`src/rtl/i2c_slave_if.sv`:
```
// I2C target: oversampled SCL/SDA, 7-bit address match, byte-stream receive and
// local-supplied byte transmit. Open-drain SDA only, never drives or stretches SCL.
//
// state    | meaning
// IDLE     | bus idle or after STOP, waiting for START
// ADDR     | shifting in the address + R/W byte
// ADDR_ACK | holding ACK for a matched address
// RX       | shifting in a write data byte
// RX_ACK   | holding ACK for a received byte
// TX       | serialising a read byte onto SDA
// TX_ACK   | SDA released, sampling master ACK/NACK
// IGNORE   | not addressed or NACKed, wait for START/STOP
module i2c_slave_if #(
  parameter logic [6:0] SLV_ADDR    = 7'h42,
  parameter int         SYNC_STAGES = 2
) (
  input  logic       clk_i,
  input  logic       rst_i,
  input  logic       scl_i,
  input  logic       sda_i,
  output logic       sda_oe_o,
  output logic [7:0] rx_data_o,
  output logic       rx_valid_o,
  output logic       tx_req_o,
  input  logic [7:0] tx_data_i,
  output logic       rw_o,
  output logic       busy_o
);

  typedef enum logic [2:0] {
    IDLE, ADDR, ADDR_ACK, RX, RX_ACK, TX, TX_ACK, IGNORE
  } state_t;

  state_t state, state_n;

  logic [SYNC_STAGES-1:0] scl_sync, sda_sync;
  logic scl_s, sda_s, scl_p, sda_p;
  logic rise, fall, start, stop;

  logic [7:0] sr, sr_n;
  logic [2:0] cnt, cnt_n, bit_idx;
  logic       done, done_n;
  logic       oe_n, rw_n, busy_n, rx_valid_n, tx_req_n;
  logic [7:0] rx_data_n;

  // Synchronisers reset high so a reset on an idle bus sees no edges.
  always_ff @(posedge clk_i or negedge rst_i) begin
    if (!rst_i) begin
      scl_sync <= '1;
      sda_sync <= '1;
      scl_p    <= 1'b1;
      sda_p    <= 1'b1;
    end else begin
      scl_sync <= {scl_sync[SYNC_STAGES-2:0], scl_i};
      sda_sync <= {sda_sync[SYNC_STAGES-2:0], sda_i};
      scl_p    <= scl_s;
      sda_p    <= sda_s;
    end
  end

  assign scl_s   = scl_sync[SYNC_STAGES-1];
  assign sda_s   = sda_sync[SYNC_STAGES-1];
  assign rise    = scl_s & ~scl_p;
  assign fall    = ~scl_s & scl_p;
  assign start   = scl_s & scl_p & sda_p & ~sda_s;
  assign stop    = scl_s & scl_p & ~sda_p & sda_s;
  assign bit_idx = cnt - 3'd1;

  always_ff @(posedge clk_i or negedge rst_i) begin
    if (!rst_i) begin
      state      <= IDLE;
      sr         <= '0;
      cnt        <= 3'd7;
      done       <= 1'b0;
      sda_oe_o   <= 1'b0;
      rw_o       <= 1'b0;
      busy_o     <= 1'b0;
      rx_data_o  <= '0;
      rx_valid_o <= 1'b0;
      tx_req_o   <= 1'b0;
    end else begin
      state      <= state_n;
      sr         <= sr_n;
      cnt        <= cnt_n;
      done       <= done_n;
      sda_oe_o   <= oe_n;
      rw_o       <= rw_n;
      busy_o     <= busy_n;
      rx_data_o  <= rx_data_n;
      rx_valid_o <= rx_valid_n;
      tx_req_o   <= tx_req_n;
    end
  end

  // done marks "8th rise seen" in ADDR/RX and "master ACK seen" in TX_ACK.
  always_comb begin
    state_n    = state;
    sr_n       = sr;
    cnt_n      = cnt;
    done_n     = done;
    oe_n       = sda_oe_o;
    rw_n       = rw_o;
    busy_n     = busy_o;
    rx_data_n  = rx_data_o;
    rx_valid_n = 1'b0;
    tx_req_n   = 1'b0;

    if (stop) begin
      state_n = IDLE;
      oe_n    = 1'b0;
      busy_n  = 1'b0;
    end else if (start) begin
      state_n = ADDR;
      cnt_n   = 3'd7;
      done_n  = 1'b0;
      oe_n    = 1'b0;
      busy_n  = 1'b0;
    end else begin
      unique case (state)
        IDLE: begin
        end
        ADDR: begin
          if (rise && !done) begin
            sr_n = {sr[6:0], sda_s};
            if (cnt == 3'd0) done_n = 1'b1;
            else             cnt_n  = cnt - 3'd1;
          end else if (fall && done) begin
            if (sr[7:1] == SLV_ADDR) begin
              oe_n     = 1'b1;
              rw_n     = sr[0];
              busy_n   = 1'b1;
              tx_req_n = sr[0];
              state_n  = ADDR_ACK;
            end else begin
              state_n = IGNORE;
            end
          end
        end
        ADDR_ACK: begin
          if (fall) begin
            cnt_n  = 3'd7;
            done_n = 1'b0;
            if (rw_o) begin
              sr_n    = tx_data_i;
              oe_n    = ~tx_data_i[7];
              state_n = TX;
            end else begin
              oe_n    = 1'b0;
              state_n = RX;
            end
          end
        end
        RX: begin
          if (rise && !done) begin
            sr_n = {sr[6:0], sda_s};
            if (cnt == 3'd0) begin
              done_n     = 1'b1;
              rx_data_n  = {sr[6:0], sda_s};
              rx_valid_n = 1'b1;
            end else begin
              cnt_n = cnt - 3'd1;
            end
          end else if (fall && done) begin
            oe_n    = 1'b1;
            state_n = RX_ACK;
          end
        end
        RX_ACK: begin
          if (fall) begin
            oe_n    = 1'b0;
            cnt_n   = 3'd7;
            done_n  = 1'b0;
            state_n = RX;
          end
        end
        TX: begin
          if (fall) begin
            if (cnt != 3'd0) begin
              cnt_n = cnt - 3'd1;
              oe_n  = ~sr[bit_idx];
            end else begin
              oe_n    = 1'b0;
              done_n  = 1'b0;
              state_n = TX_ACK;
            end
          end
        end
        TX_ACK: begin
          if (rise && !done) begin
            if (!sda_s) begin
              tx_req_n = 1'b1;
              done_n   = 1'b1;
            end else begin
              busy_n  = 1'b0;
              state_n = IGNORE;
            end
          end else if (fall && done) begin
            sr_n    = tx_data_i;
            oe_n    = ~tx_data_i[7];
            cnt_n   = 3'd7;
            done_n  = 1'b0;
            state_n = TX;
          end
        end
        IGNORE: begin
          oe_n = 1'b0;
        end
        default: begin
          state_n = IDLE;
          oe_n    = 1'b0;
        end
      endcase
    end
  end

endmodule

```
`config.mk`:
```
export PLATFORM = sky130hd
export DESIGN_NAME = i2c_slave_if
export DESIGN_NICKNAME = d
export VERILOG_FILES = /design/src/rtl/i2c_slave_if.sv
export SDC_FILE = /design/constraint.sdc
export NUM_CORES = 1
export LEC_CHECK = 0
export CORE_ASPECT_RATIO = 0.9
export CORE_UTILIZATION = 30
export CTS_CLUSTER_DIAMETER = 60
export DETAILED_ROUTE_END_ITERATION = 6
export GPL_TIMING_DRIVEN = 0
export PLACE_DENSITY_LB_ADDON = 0.12
export SYNTH_ARGS = -nofsm -noshare
export SYNTH_HDL_FRONTEND = slang
export SYNTH_SLANG_ARGS = --single-unit
export TNS_END_PERCENT = 20
```
`constraint.sdc`:
```
create_clock -name clk_i -period 2.56 [get_ports clk_i]
set_input_delay 0.512 -clock clk_i [delete_from_list [all_inputs] [get_ports clk_i]]
set_output_delay 0.512 -clock clk_i [all_outputs]
set_load 0.02 [all_outputs]
```
; Yosys cells after proc, flatten, opt, wreduce, memory -nomap -nowiden
; Cells that the tools add are included.
[totals]
register_bits = 34
inputBits = 12
out_inout_bits = 13
elab_cells = 166
[op_classes]
mux = 75
add_sub_neg = 1
bitwise = 16
reduce_logical = 20
n_eq_ne = 39
order_cmp = 1
[op_table]
columns = op, count
row1 = $mux W3, 23
row2 = $ne A4 B4 Y1 const B, 15
row3 = $mux W8, 5
row4 = $mux W1, 39
row5 = $pmux W8 S3, 1
row6 = $reduce_and A11 Y1, 2
row7 = $ne A3 B3 Y1 const B, 6
row8 = $pmux W3 S6, 1
row9 = $reduce_and A9 Y1, 2
row10 = $eq A3 B3 Y1 const B, 4
row11 = $pmux W3 S4, 1
row12 = $reduce_and A6 Y1, 2
row13 = $ne A5 B5 Y1 const B, 2
row14 = $ne A3 B1 Y1 const B, 3
row15 = $not A1 Y1, 9
row16 = $reduce_bool A9 Y1, 1
row17 = $ne A2 B2 Y1 const B, 4
row18 = $reduce_and A8 Y1, 1
row19 = $reduce_bool A8 Y1, 1
row20 = $and A1 B1 Y1, 7
row21 = $eq A7 B7 Y1 const B, 1
row22 = $pmux W1 S7, 1
row23 = $eq A3 B2 Y1 const B, 2
row24 = $reduce_bool A3 Y1, 2
row25 = other kinds (14), 17

; Logic depth before layout (Yosys ltp)
[depth]
depth_word = 9
mapped_depth = 7
ltp_nobuf = 7

; Worst setup path after synthesis
; No wires, ideal clock.
[synth_path]
path_kind = register to register
from = register cnt[0]
to = register sda_oe_o
path_stages_with_launch = 7
slack_ps = 651
arrival_time_ps = 1810
setup_time_ps = 99
n_path_buf = 0
required_ps = 2461
period_less_slack_ps = 1909
cell_sequence = dfstp_2 -> inv_1 -> ha_1 -> mux4_1 -> nand2_1 -> nand3b_1 -> a311oi_1
[synth_between]
elab_chain_len = 9
word_cells_on_any_way = 10
classes_between = add/sub: 1 / mux: 7 / bitwise: 1 / reduce/logical: 1
[synth_rtl]
columns = item, line
row1 = "start, declared", 41  ; logic [2:0] cnt, cnt_n, bit_idx;
row2 = "start signal, assigned", 84  ; cnt <= cnt_n;
row3 = $sub A3 B1 Y3, 67  ; assign bit_idx = cnt - 3'd1;
row4 = $bmux W1 S3, 180  ; oe_n = ~sr[bit_idx];
row5 = $mux W1 (not written as such), 180
row6 = $not A1 Y1, 180
row7 = $mux W1 *, 178  ; if (cnt != 3'd0) begin
row8 = $mux W1 *, 177  ; if (fall) begin
row9 = $pmux W1 S7 *, 119  ; unique case (state)
row10 = $mux W1 *, 112  ; end else if (start) begin
row11 = $mux W1 *, 108  ; if (stop) begin
row12 = "end signal, assigned", 86  ; sda_oe_o <= oe_n;
row13 = "end, declared", 21  ; output logic sda_oe_o,
; Every way passes the cells marked *; elsewhere a longest branch is shown, timed or not. The select of a mux whose other input is x is not followed.
; A chain may end at the register's enable or synchronous reset.

; Final worst setup path
[layout_path]
from = register scl_sync[1]
to = register state[1]
[layout_between]
elab_chain_len = 6
word_cells_on_any_way = 26
classes_between = eq/ne: 10 / mux: 4 / bitwise: 8 / reduce/logical: 4
[layout_rtl]
columns = item, line
row1 = "start, declared", 36  ; logic [SYNC_STAGES-1:0] scl_sync, sda_sync;
row2 = "start signal, assigned", 54  ; scl_sync <= {scl_sync[SYNC_STAGES-2:0], scl_i};
row3 = $and A1 B1 Y1, 63  ; assign rise = scl_s & ~scl_p;
row4 = $logic_and A1 B1 Y1, "123, 154, 189"
row5 = $mux W3, 189  ; if (rise && !done) begin
row6 = $pmux W3 S6, 119
row7 = $mux W3, 112
row8 = $mux W3, 108
row9 = "end signal, assigned", 82  ; state <= state_n;
row10 = "end, declared", 34  ; state_t state, state_n;
; Several ways; a longest one is shown, not always the timed one.

==> run metrics <==
critical path's slowest cell dfstp_2; Synth area leader dfrtp_1; Mapped Area 1930 um2; drc violations 0; Slew headroom around half; syn avg cell area approximately 10 um2; fraction of layout cells with a size suffix above 1 between 20% and 30%; largest net degree at the start of global routing 35; Place WS about 0.47 ns; total leakage power approximately 0.0010 uW; final setup margin 0.411 ns; Root Driver clkbuf_8; crit path cell chain nor3b_2, nand3_1, a41oi_1, mux2_2; DP Area 2280 um2; top-area cell type share of the netlist area ~32%; Initial DRC Count around 170; clock power share 23.5%; I/O pin cnt 25; Rows 27; Die X-Extent approximately 87 um; initial core utilization a little under a third; Tcrit/Tclk final 83.9%; Max stage delay on crit path roughly 0.63 ns; final core occ 39.1%; Pint 1590 uW; Max clock buf depth 2; syn_nets 211; Post-synth EDFFs 0; logic gate share of total power 44.9%; top cells by count, synth 26 x nand2_1, 25 x dfrtp_1, 15 x nor2_1, 12 x a31oi_1, 10 x mux2_2; YS warnings 0; CP bufs+invs 0; post-CTS setup buffer count 0; final hold viol count 0; unrepaired setup endpoints after global routing no; die area about 6800 um2; DRT Pass-1 Iters 4; sequential fraction of the synthesis area 44.6%; Worst-path clk slew 0.07 ns; final net count approximately 240; minimum clock period about 2.1 ns; Sw Pwr 994 uW; fin area 2410 um2; skew final 0.00150 ns; Switching Share approximately two fifths; Yosys reg bits 34; Die H 78.2 um; H-tree level count 2; Peak supply drop 0.308 mV; Detailed Route WL about 4700 um; # Max-Cap Violations 0; status finished, final reports clean; fmax 0.465 GHz; first-pass GRT wire length between 8000 and 9000 um; WP data arrival ~2.3 ns; CTS tree yes; DR WL/cell 15.0 um; global route total overflow 0; Slew @ Worst Pin around 0.77 ns; asr flop ratio synth 100%; WP data required approximately 2.7 ns; cell family with most CP delay flip-flops; post-DP HPWL 3320 um; Hold Path Class primary input to asynchronous set/reset pin; clk sinks 34; gr usage total between 10% and 20%; cell area power density between 1000 and 1500 nW/um2; clock latency on the worst-skew pair around 0.29 ns; Post-Synthesis Cells between 150 and 200; Unique masters post-synth between 50 and 60; critical path type flip-flop to flip-flop; Post-CTS Resized 0; most common cell in the netlist nand2_1; hold_buf cts 0; Final Max Slew Viols 0; Buffers on Ports 24; Final setup violation count 0; area grow syn2layout 24.9%; Final ANT Viol Nets 0; Sum Neg Setup Slack 0 ns; via count approximately 1600; core area between 6000 and 7000 um2; CTS Buf Count 5; top cells by area, synth dfrtp_1 32%, dfstp_2 12%, mux2_2 5.8%, nand2_1 5.0%, a31oi_1 3.9%; Main synth FF type dfrtp_1; vias per inst roughly 5.0; routability congestion estimate from global placement around 0.8; vias in the first global route 1512; nature of the critical path startpoint flip-flop; Reg power frac a little under a third; Critical Path End Type flip-flop; Crit Path Max Fanout 10; Antenna diodes 0; initial antenna violation count 0
state kept, by name, indices dropped and copies added (netlist names):
register and count:
tx_req_o 1, busy_o 1, scl_sync 2, sda_p 1, scl_p 1, rw_o 1
cnt 3, rx_valid_o 1, state 3, sr 8, sda_oe_o 1, done 1
sda_sync 2, rx_data_o 8
power by group through the flow:
| stage | Combinational [uW] | Clock (uW) | Sequential, uW |
|---|---|---|---|
| floorplan | 872 | 0 | 807 |
| global placement | 1160 | 0 | 829 |
| detailed placement | 1150 | 0 | 831 |
| CTS | 1160 | 620 | 820 |
| global route | 1300 | 651 | 841 |
| finish | 1160 | 608 | 816 |
logic make-up after synthesis:
logic type	share of synthesized area [%]
flops	44.6
buf+inv	3.56
simple gates	22.5
mux	9.39
compound gates	17.7
fa+ha+maj	1.29
xor+xnor	0.906
path summary, 6_finish.rpt:
kind | endpoint | depth (start not counted) | startpoint | slack [ns]
setup / recovery | state[1] | 4 | scl_sync[1] | 0.41
setup reg to reg | state[1] | 4 | scl_sync[1] | 0.41
hold / removal | rx_valid_o | 1 | rst_i | 0.29
max in group asynchronous | sr[5] | 1 | rst_i | 1.79
hold reg to reg | scl_sync[1] | 0 | scl_sync[0] | 0.36
min in group clk_i | scl_sync[1] | 0 | scl_sync[0] | 0.36
cells in the final DEF (no fill, tap or decap), drive strengths merged, types with 4 or more instances in the layout:
cell           netlist  routed
buf                  7       8
clkdlybuf4s50        0      23
nor2b                4       4
o21ai               13      13
nand2b               6       6
a21oi                9       9
nand2               26      26
mux2                10      10
nor2                15      15
dfrtp               25      25
clkbuf               5      10
dfstp                9       9
a31oi               12      12
inv                  4       4
per-layer routing:
metal	track usage (%)	up-vias	part of all wire, %
met1	21.9	742	49
met5	0	-	0
li1	-	776	-
met3	2.94	7	5.8
met4	6.00	0	1.4
met2	23.1	52	43
final cells by class:
class                           instances  area [um2]
Multi-Input combinational cell        147        1000
Buffer                                 12        53.8
Fill cell                             634        3770
Timing Repair Buffer                   24         235
Inverter                                4        15.0
Sequential cell                        34         862
Clock buffer                            5        68.8
Tap cell                               87         109
Clock inverter                          3        68.8
stage by stage:
stage | hold WS (ns) | instances | power [uW]
2_1_floorplan | 0.216 | 197 | 1680
3_3_place_gp | 0.346 | 308 | 1990
3_5_place_dp | 0.347 | 308 | 1980
4_1_cts | 0.314 | 316 | 2600
5_1_grt | 0.352 | 316 | 2790
6_report | 0.288 | 316 | 2580
No activity file was read; power rests on OpenSTA's default activity.
